==> src/rtl/sram_march_tester.sv <==
// March-style write/read-back test engine for a bank of chip-selected SRAM devices.
// Runs W0/R0/W1/R1 passes over every linear address and records pass/fail results.
`timescale 1ns/1ps
module sram_march_tester #(
    parameter int AW   = 20,
    parameter int DW   = 8,
    parameter int NCS  = 4,
    parameter int WAIT = 1
) (
    input  logic                        clk,
    input  logic                        rst_n,
    input  logic                        start,
    input  logic                        abort,
    input  logic                        continuous,
    input  logic [1:0]                  mode,
    input  logic [15:0]                 seed,
    output logic [AW-1:0]               sram_addr,
    output logic [NCS-1:0]              sram_cs_n,
    output logic                        sram_we_n,
    output logic                        sram_oe_n,
    output logic [DW-1:0]               d_out,
    output logic                        d_oe,
    input  logic [DW-1:0]               d_in,
    output logic                        busy,
    output logic                        done,
    output logic [7:0]                  pass_cnt,
    output logic [15:0]                 err_cnt,
    output logic [AW+$clog2(NCS)-1:0]   fail_addr,
    output logic [DW-1:0]               fail_exp,
    output logic [DW-1:0]               fail_got,
    output logic                        led
);
    localparam int LAW = AW + $clog2(NCS);

    typedef enum logic [2:0] {
        S_IDLE    = 3'd0,
        S_W_SETUP = 3'd1,
        S_W_PULSE = 3'd2,
        S_W_HOLD  = 3'd3,
        S_R_SETUP = 3'd4,
        S_R_WAIT  = 3'd5,
        S_R_CMP   = 3'd6,
        S_NEXT    = 3'd7
    } state_t;

    function automatic logic [15:0] lfsr_step(input logic [15:0] s);
        return {1'b0, s[15:1]} ^ (s[0] ? 16'hB400 : 16'h0000);
    endfunction

    // pass_r[1] selects the inverted phase
    function automatic logic [DW-1:0] pattern(input logic [1:0] m, input logic [LAW-1:0] a,
                                              input logic [15:0] lf, input logic inv);
        logic [DW-1:0] alt;
        logic [DW-1:0] p;
        for (int i = 0; i < DW; i++) alt[i] = (i % 2 == 0);
        case (m)
            2'd0:    p = DW'(lf);
            2'd1:    p = DW'(a);
            2'd2:    p = a[0] ? ~alt : alt;
            2'd3:    p = '0;
            default: p = '0;
        endcase
        return inv ? ~p : p;
    endfunction

    state_t          state_r, state_nxt_s;
    logic [LAW-1:0]  la_r, la_nxt_s, fail_addr_r, fail_addr_nxt_s;
    logic [1:0]      pass_r, pass_nxt_s, mode_r, mode_nxt_s;
    logic [3:0]      wcnt_r, wcnt_nxt_s;
    logic [15:0]     lfsr_r, lfsr_nxt_s, seed_r, seed_nxt_s, err_r, err_nxt_s;
    logic [DW-1:0]   rd_r, rd_nxt_s, fail_exp_r, fail_exp_nxt_s, fail_got_r, fail_got_nxt_s;
    logic [DW-1:0]   exp_s, dout_r;
    logic [7:0]      pass_cnt_r, pass_cnt_nxt_s;
    logic            first_r, first_nxt_s, tog_r, tog_nxt_s, done_nxt_s;
    logic            wr_s, rd_s;
    logic [NCS-1:0]  sel_s, cs_n_r;
    logic [AW-1:0]   addr_r;
    logic            we_n_r, oe_n_r, d_oe_r, busy_r, done_r, led_r;

    assign exp_s = pattern(mode_r, la_r, lfsr_r, pass_r[1]);

    // Next-state and datapath update logic
    always_comb begin
        state_nxt_s     = state_r;
        la_nxt_s        = la_r;
        pass_nxt_s      = pass_r;
        mode_nxt_s      = mode_r;
        wcnt_nxt_s      = wcnt_r;
        lfsr_nxt_s      = lfsr_r;
        seed_nxt_s      = seed_r;
        err_nxt_s       = err_r;
        rd_nxt_s        = rd_r;
        first_nxt_s     = first_r;
        fail_addr_nxt_s = fail_addr_r;
        fail_exp_nxt_s  = fail_exp_r;
        fail_got_nxt_s  = fail_got_r;
        pass_cnt_nxt_s  = pass_cnt_r;
        tog_nxt_s       = tog_r;
        done_nxt_s      = 1'b0;
        if (abort) begin
            state_nxt_s = S_IDLE;
        end else begin
            case (state_r)
                S_IDLE: begin
                    if (start) begin
                        state_nxt_s     = S_W_SETUP;
                        la_nxt_s        = '0;
                        pass_nxt_s      = 2'd0;
                        mode_nxt_s      = mode;
                        seed_nxt_s      = (seed == 16'h0000) ? 16'h0001 : seed;
                        lfsr_nxt_s      = seed_nxt_s;
                        err_nxt_s       = 16'h0000;
                        first_nxt_s     = 1'b0;
                        fail_addr_nxt_s = '0;
                        fail_exp_nxt_s  = '0;
                        fail_got_nxt_s  = '0;
                    end else begin
                        state_nxt_s = S_IDLE;
                    end
                end
                S_W_SETUP: begin
                    state_nxt_s = S_W_PULSE;
                    wcnt_nxt_s  = 4'(WAIT);
                end
                S_W_PULSE: begin
                    if (wcnt_r == 4'd0) begin
                        state_nxt_s = S_W_HOLD;
                    end else begin
                        wcnt_nxt_s = wcnt_r - 4'd1;
                    end
                end
                S_W_HOLD:  state_nxt_s = S_NEXT;
                S_R_SETUP: begin
                    state_nxt_s = S_R_WAIT;
                    wcnt_nxt_s  = 4'(WAIT);
                end
                S_R_WAIT: begin
                    if (wcnt_r == 4'd0) begin
                        rd_nxt_s    = d_in;
                        state_nxt_s = S_R_CMP;
                    end else begin
                        wcnt_nxt_s = wcnt_r - 4'd1;
                    end
                end
                S_R_CMP: begin
                    state_nxt_s = S_NEXT;
                    if (rd_r != exp_s) begin
                        err_nxt_s   = (err_r == 16'hFFFF) ? err_r : err_r + 16'd1;
                        first_nxt_s = 1'b1;
                        if (!first_r) begin
                            fail_addr_nxt_s = la_r;
                            fail_exp_nxt_s  = exp_s;
                            fail_got_nxt_s  = rd_r;
                        end else begin
                            fail_addr_nxt_s = fail_addr_r;
                        end
                    end else begin
                        err_nxt_s = err_r;
                    end
                end
                S_NEXT: begin
                    la_nxt_s   = la_r + LAW'(1);
                    lfsr_nxt_s = lfsr_step(lfsr_r);
                    if (la_r == '1) begin
                        lfsr_nxt_s = seed_r;
                        if (pass_r == 2'd3) begin
                            done_nxt_s     = 1'b1;
                            tog_nxt_s      = ~tog_r;
                            pass_cnt_nxt_s = (err_r == 16'h0000) ? pass_cnt_r + 8'd1 : pass_cnt_r;
                            pass_nxt_s     = 2'd0;
                            state_nxt_s    = continuous ? S_W_SETUP : S_IDLE;
                        end else begin
                            pass_nxt_s  = pass_r + 2'd1;
                            state_nxt_s = pass_r[0] ? S_W_SETUP : S_R_SETUP;
                        end
                    end else begin
                        state_nxt_s = pass_r[0] ? S_R_SETUP : S_W_SETUP;
                    end
                end
                default: state_nxt_s = S_IDLE;
            endcase
        end
    end

    // Pin decode for the upcoming state, so the pins line up with the state register
    always_comb begin
        wr_s  = (state_nxt_s == S_W_SETUP) || (state_nxt_s == S_W_PULSE) || (state_nxt_s == S_W_HOLD);
        rd_s  = (state_nxt_s == S_R_SETUP) || (state_nxt_s == S_R_WAIT);
        sel_s = NCS'(1'b1) << (la_nxt_s >> AW);
    end

    // State, datapath and output registers
    always_ff @(posedge clk or negedge rst_n) begin
        if (!rst_n) begin
            state_r     <= S_IDLE;
            la_r        <= '0;
            pass_r      <= 2'd0;
            mode_r      <= 2'd0;
            wcnt_r      <= 4'd0;
            lfsr_r      <= 16'h0000;
            seed_r      <= 16'h0000;
            err_r       <= 16'h0000;
            rd_r        <= '0;
            first_r     <= 1'b0;
            fail_addr_r <= '0;
            fail_exp_r  <= '0;
            fail_got_r  <= '0;
            pass_cnt_r  <= 8'd0;
            tog_r       <= 1'b0;
            addr_r      <= '0;
            cs_n_r      <= {NCS{1'b1}};
            we_n_r      <= 1'b1;
            oe_n_r      <= 1'b1;
            d_oe_r      <= 1'b0;
            dout_r      <= '0;
            busy_r      <= 1'b0;
            done_r      <= 1'b0;
            led_r       <= 1'b0;
        end else begin
            state_r     <= state_nxt_s;
            la_r        <= la_nxt_s;
            pass_r      <= pass_nxt_s;
            mode_r      <= mode_nxt_s;
            wcnt_r      <= wcnt_nxt_s;
            lfsr_r      <= lfsr_nxt_s;
            seed_r      <= seed_nxt_s;
            err_r       <= err_nxt_s;
            rd_r        <= rd_nxt_s;
            first_r     <= first_nxt_s;
            fail_addr_r <= fail_addr_nxt_s;
            fail_exp_r  <= fail_exp_nxt_s;
            fail_got_r  <= fail_got_nxt_s;
            pass_cnt_r  <= pass_cnt_nxt_s;
            tog_r       <= tog_nxt_s;
            addr_r      <= la_nxt_s[AW-1:0];
            cs_n_r      <= (wr_s || rd_s) ? ~sel_s : {NCS{1'b1}};
            we_n_r      <= ~(state_nxt_s == S_W_PULSE);
            oe_n_r      <= ~rd_s;
            d_oe_r      <= wr_s;
            dout_r      <= pattern(mode_nxt_s, la_nxt_s, lfsr_nxt_s, pass_nxt_s[1]);
            busy_r      <= (state_nxt_s != S_IDLE);
            done_r      <= done_nxt_s;
            led_r       <= (err_nxt_s != 16'h0000) || tog_nxt_s;
        end
    end

    assign sram_addr = addr_r;
    assign sram_cs_n = cs_n_r;
    assign sram_we_n = we_n_r;
    assign sram_oe_n = oe_n_r;
    assign d_out     = dout_r;
    assign d_oe      = d_oe_r;
    assign busy      = busy_r;
    assign done      = done_r;
    assign pass_cnt  = pass_cnt_r;
    assign err_cnt   = err_r;
    assign fail_addr = fail_addr_r;
    assign fail_exp  = fail_exp_r;
    assign fail_got  = fail_got_r;
    assign led       = led_r;
endmodule

==> config.mk <==
export PLATFORM = sky130hd
export DESIGN_NAME = sram_march_tester
export DESIGN_NICKNAME = d
export VERILOG_FILES = /design/src/rtl/sram_march_tester.sv
export SDC_FILE = /design/constraint.sdc
export NUM_CORES = 1
export LEC_CHECK = 0
export CORE_MARGIN = 4
export CORE_UTILIZATION = 58
export DETAILED_ROUTE_END_ITERATION = 10
export PLACE_DENSITY_LB_ADDON = 0.12
export SYNTH_ARGS = -nofsm -noshare
export SYNTH_HDL_FRONTEND = slang
export SYNTH_SLANG_ARGS = --single-unit
export TNS_END_PERCENT = 10
==> constraint.sdc <==
create_clock -name clk -period 8.3 [get_ports clk]
set_input_delay 1.245 -clock clk [delete_from_list [all_inputs] [get_ports clk]]
set_output_delay 1.245 -clock clk [all_outputs]
set_load 0.005 [all_outputs]
==> results of run 1 <==
final cells by class:
type	count	area (um^2)
clock inverters	7	87.6
clock buffers	25	505
fillers	962	3570
well taps	176	220
inverters	11	41.3
flip-flops and latches	155	3890
repair buffers	139	1370
multi-input cells	588	3710
worst max-delay path by stage:
stage                     slack, ns  start        to  cells after the start
after floorplan                5.04  start       led                      7
after global placement         4.06  abort       led                      7
after detailed placement       3.91  abort  d_out[1]                      8
after CTS                      4.33  abort  d_out[1]                      8
after global routing           3.98  abort  d_out[7]                      8
final                          4.24  abort  d_out[1]                      8
kinds of logic after synthesis:
family	count (synthesis)	synth area share, %
adder cells (fa/ha/maj)	6	0.937
XOR/XNOR	45	4.92
AO/OA/AOI/OAI	214	18.2
multiplexers	34	4.51
buffers and inverters	78	5.20
flip-flops	155	48.5
AND/OR/NAND/NOR	289	17.7
layer usage:
layer	GRT usage, %	wire length, um
met2	45.0	10600
met3	5.37	1570
met5	0	0
met1	40.3	9690
met4	6.76	281
sequential cells by signal, indices dropped and copies added (netlist names), 4 cells and up:
name / count
seed_r: 16
fail_addr: 22
fail_exp: 8
d_out: 8
rd_r: 8
sram_cs_n: 4
err_cnt: 16
lfsr_r: 16
pass_cnt: 8
fail_got: 8
sram_addr: 19
wcnt_r: 4
power breakdown:
| group | total [mW] | internal (mW) | switching, mW | leakage [nW] |
|---|---|---|---|---|
| logic | 0.624 | 0.263 | 0.361 | 1.97 |
| clock network | 0.775 | 0.481 | 0.294 | 0.293 |
| registers | 1.00 | 0.877 | 0.123 | 2.07 |
| total | 2.40 | 1.62 | 0.779 | 4.33 |
cell usage after synthesis (all sizes together) (3+ instances only):
master,number
a211oi,6
a21oi,41
ha,6
nand2,118
o31ai,8
buf,33
dfrtp,149
a22o,47
nor2b,4
o21ai,71
mux2i,17
and2,11
nor2,44
a21o,3
nor3,19
nor4,11
inv,11
xor2,25
clkbuf,34
nand3b,3
o2bb2ai,4
or4,6
dfstp,6
nand3,28
o21bai,3
nand4,9
and3,13
xnor2,20
a31oi,8
nand2b,6
or3,6
mux2,17
critical path: stages:
cell and delay [ns]:
clkdlybuf4s50_1 0.66, a21oi_1 0.72, nand2_1 0.44, o21ai_0 0.53
and2_1 0.29, a21oi_1 0.05, o21ai_0 0.22, xor2_1 0.20
cell usage in the layout (no fill, tap or decap), drive strengths merged, types with 6 or more instances in the layout:
cell           count
xnor2             20
nor2              44
a211oi             6
o31ai              8
ha                 6
nand3             28
clkbuf            25
nand2b             6
a31oi              8
o21ai             71
nor4              11
mux2i             17
a22o              47
xor2              25
and2              11
or3                6
and3              13
clkdlybuf4s50    129
dfrtp            149
nor3              19
mux2              17
nand4              9
or4                6
buf               10
inv               11
nand2            118
dfstp              6
a21oi             41
==> results.yml, run 1 <==
placement:
  place.gp.congestion: 0.924
  place_area_mm2: 0.00923
  preCtsSetupSlack_ns: 3.91
  place_hpwl_um: 15100
  io_buffers: 130
  dp.cells: 1069
logic_synthesis:
  ys_seq_area_share_pct: 48.5
  synth_edf_count: 0
  yosysTopAreaCell: "dfrtp_1"
  syn-cell-area_mm2: 0.00801
  postSynthCellCount: 821
  synthArstFlopShare_pct: 100
  yosysWarnings: 0
  synthTopCellsByArea: "dfrtp_1 47%, nand2_1 5.5%, a22o_1 5.1%"
  ys_types: 72
  yosysTopAreaCellShare_pct: 46.5
  synth_seq_cells: 155
  synth_area_per_cell_um2: 9.76
  ys.flop_type: "dfrtp_1"
  syn_nets: 858
floorplan:
  core_area_mm2: 0.0134
  die-area_mm2: 0.0158
  die_w_um: 126
  die_h_um: 126
  row_count: 42
  initial_core_util_pct: 59.8
  ios: 131
timing:
  setup-violations-final: 0
  finClkSkew_ns: 0.00803
  hold_violations: 0
  post-route-min-period_ns: 4.06
  setup_tns_ns: 0
  timing.fmax_mhz: 246
  setup_ws_ns: 4.24
  fin_crit_sh_pct: 48.9
  worst_pin_slew_ns: 1.04
  rsz0062_at_grt: "no"
  report.final.slew_viol_count: 0
  worst_slew_margin_rel_pct: 30.5
  whs_ns: 0.476
setup_path:
  rr_worst_depth: 10
  crit_path_end_kind: "register"
  reg2reg_slack_ns: 4.30
  worstPathRequired_ns: 8.62
  r2r_end: "sram_cs_n[1]"
  cp-start-kind: "input port"
  r2r-start: "sram_addr[0]"
  crit_fanout: 15
  crit_arrival_ns: 4.38
  crit_type: "in2reg"
detailed_routing:
  avgRoutedWirePerCell_um: 20.1
  vias: 6827
  drt-initial-drc-count: 608
  final_antenna_net_count: 0
  vias_per_cell: 6.20
  drc: 0
  drtPass1Iterations: 6
  routed_wl_um: 22200
clock_tree:
  insertion_delay_ns: 0.41
  cts_buffer_depth: 2
  cts_tree: "yes"
  htree_num_levels: 4
  path_clk_slew_ns: 0.06
  cts_root_buf: "clkbuf_16"
  cts_setup_buffers: 0
  cts-buffers-inserted: 17
  clock_sinks: 155
  postCtsHoldBufs: 0
  cts_resized: 0
run:
  drv_cap: 0
global_routing:
  grt_overflow_total: 0
  antenna_found_initial: 0
  grt_pass1_wl_um: 36200
  gr-usage-all-layers_pct: 28.2
  grt_pass1_vias: 6736
  grt_max_degree: 85
power_and_ir_drop:
  p_total_mw: 2.40
  p_leak_nw: 4.33
  worst_ir_drop_vdd_mv: 0.192
  powerDensity_mw_per_mm2: 244
finish:
  diodes: 0
  final_cell_area_mm2: 0.00983
  area_growth_pct: 22.6
  final_cells: 1101
  final_layout_size_suffix_gt1_share_pct: 9.08
  finalCoreUtilization_pct: 73.3
  fin_nets: 949
worst_hold_path:
  hold_path_class: "reg2reg"
  min_to: "tog_r"
  hold_start: "tog_r"
  min_path_cells: 1
run_status:
  status: "complete, no violations"
Note: power is estimated with default switching activity, not from simulation.
==> run 2: changes to the inputs <==
Settings changed: CORE_UTILIZATION 58 to 54.
Clock period 8.3 ns to 4.1 ns, I/O delays scaled along.
==> run 2 against run 1 <==
  * Sequential power is 99% higher
  * Highest routed layer unchanged
  * Hold slack worse by 0.24 ns
  * Critical endpoint is now led
  * Clock skew is 0.0027 ns higher
  * Utilization is 5.3 points lower
  * Via count is 1.3% lower
==> results.yml, run 2 (synthesis results as in run 1) <==
worst_hold_path:
  hold_path_class: "in2async"
timing:
  setup-violations-final: 0
  report.final.slew_viol_count: 0
  finClkSkew_ns: 0.0107
  post-route-min-period_ns: 3.67
  timing.fmax_mhz: 273
  setup_ws_ns: 0.432
  fin_crit_sh_pct: 89.5
  hold_violations: 0
  worst_pin_slew_ns: 0.929
  rsz0062_at_grt: "no"
  worst_slew_margin_rel_pct: 37.6
  setup_tns_ns: 0
clock_tree:
  insertion_delay_ns: 0.42
  cts_root_buf: "clkbuf_16"
  path_clk_slew_ns: 0.07
  cts-buffers-inserted: 17
  cts_tree: "yes"
  cts_resized: 0
  cts_setup_buffers: 0
  cts_buffer_depth: 2
  htree_num_levels: 4
  clock_sinks: 155
  postCtsHoldBufs: 0
run_status:
  status: "complete, no violations"
global_routing:
  grt_pass1_wl_um: 34900
  grt_max_degree: 87
  grt_pass1_vias: 6483
  gr-usage-all-layers_pct: 26.2
  grt_overflow_total: 0
  antenna_found_initial: 0
finish:
  final_common_cell: "dfrtp_1"
  multi_input_area_mm2: 0.00371
  diodes: 0
  final_layout_size_suffix_gt1_share_pct: 10.4
  largest_register_ffs: 22
  area_growth_pct: 23.3
  fillers: 1157
  most-common-layout-cells: "149 x dfrtp_1, 129 x clkdlybuf4s50_1, 117 x nand2_1"
  regArea_mm2: 0.00389
  fin_nets: 960
  finalCoreUtilization_pct: 68.0
setup_path:
  crit_arrival_ns: 3.96
  crit_fanout: 16
  crit_type: "reg2reg"
  cp-start-kind: "register"
  crit_path_end_kind: "register"
  worstPathRequired_ns: 4.39
detailed_routing:
  vias: 6740
  routed_wl_um: 21600
  avgRoutedWirePerCell_um: 19.3
  drc: 0
  drtPass1Iterations: 5
  drt-initial-drc-count: 510
  final_antenna_net_count: 0
  vias_per_cell: 6.02
placement:
  place.gp.congestion: 0.929
  preCtsSetupSlack_ns: 0.428
  io_buffers: 130
  place_hpwl_um: 15400
floorplan:
  row_count: 44
  ios: 131
  initial_core_util_pct: 55.1
  die-area_mm2: 0.0168
  core_area_mm2: 0.0145
  die_w_um: 130
  die_h_um: 130
power_and_ir_drop:
  worst_ir_drop_vdd_mv: 0.402
  p_leak_nw: 4.37
  powerDensity_mw_per_mm2: 483
run:
  drv_cap: 0
run 2: cell types whose count changed in the layout (fill, tap and decap cells not counted), sizes merged:
cell | before | now
buf | 10 | 21
clkbuf | 25 | 18
inv | 11 | 20
bufinv | 2 | 0
run 2: routing by layer:
layer | wire length [um] | GRT usage, %
met2 | 10100 | 41.1
met5 | 0 | 0
met4 | 361 | 6.85
met3 | 1490 | 5.81
met1 | 9660 | 37.3
run 2: cell type report:
type | instances | area share, %
Tap cell | 184 | 2.33
Multi-Input combinational cell | 588 | 37.6
Timing Repair Buffer | 150 | 14.7
Sequential cell | 155 | 39.3
Inverter | 11 | 0.418
Clock inverter | 14 | 1.27
Clock buffer | 18 | 4.34
run 2: final timing paths:
path	from	end	slack [ns]	cells after the start
setup / recovery	mode_r[1]	led	0.43	9
hold / removal	rst_n	err_cnt[8]	0.23	1
setup reg to reg	mode_r[1]	led	0.43	9
hold reg to reg	pass_cnt[7]	pass_cnt[7]	0.46	1
max in group asynchronous	rst_n	sram_cs_n[1]	2.90	2
min in group clk	pass_cnt[7]	pass_cnt[7]	0.46	1
run 2: metrics by stage:
stage	hold slack (ns)	std cells	power (mW)	instance area, um^2
after global routing	0.303	1120	5.03	9880
after floorplan	0.319	821	2.87	8010
after detailed placement	0.448	1088	3.31	9330
after global placement	0.457	1088	3.27	9330
final	0.234	1120	4.77	9880
after CTS	0.286	1120	4.79	9880
run 2: where the power goes:
group          internal, mW  switching (mW)  leakage [nW]
sequential             1.77           0.217          2.07
clock                 0.800           0.692         0.272
combinational         0.552           0.735          2.02
run 2: worst max-delay path, cell delays in order (launching register included):
cell,delay (ns)
dfrtp_1,0.53
and2b_4,0.37
nand2_1,0.09
and3_1,0.19
o2111a_1,0.30
a21oi_2,0.63
a311oi_1,0.19
a41o_1,0.26
or4b_1,0.48
or4_1,0.50
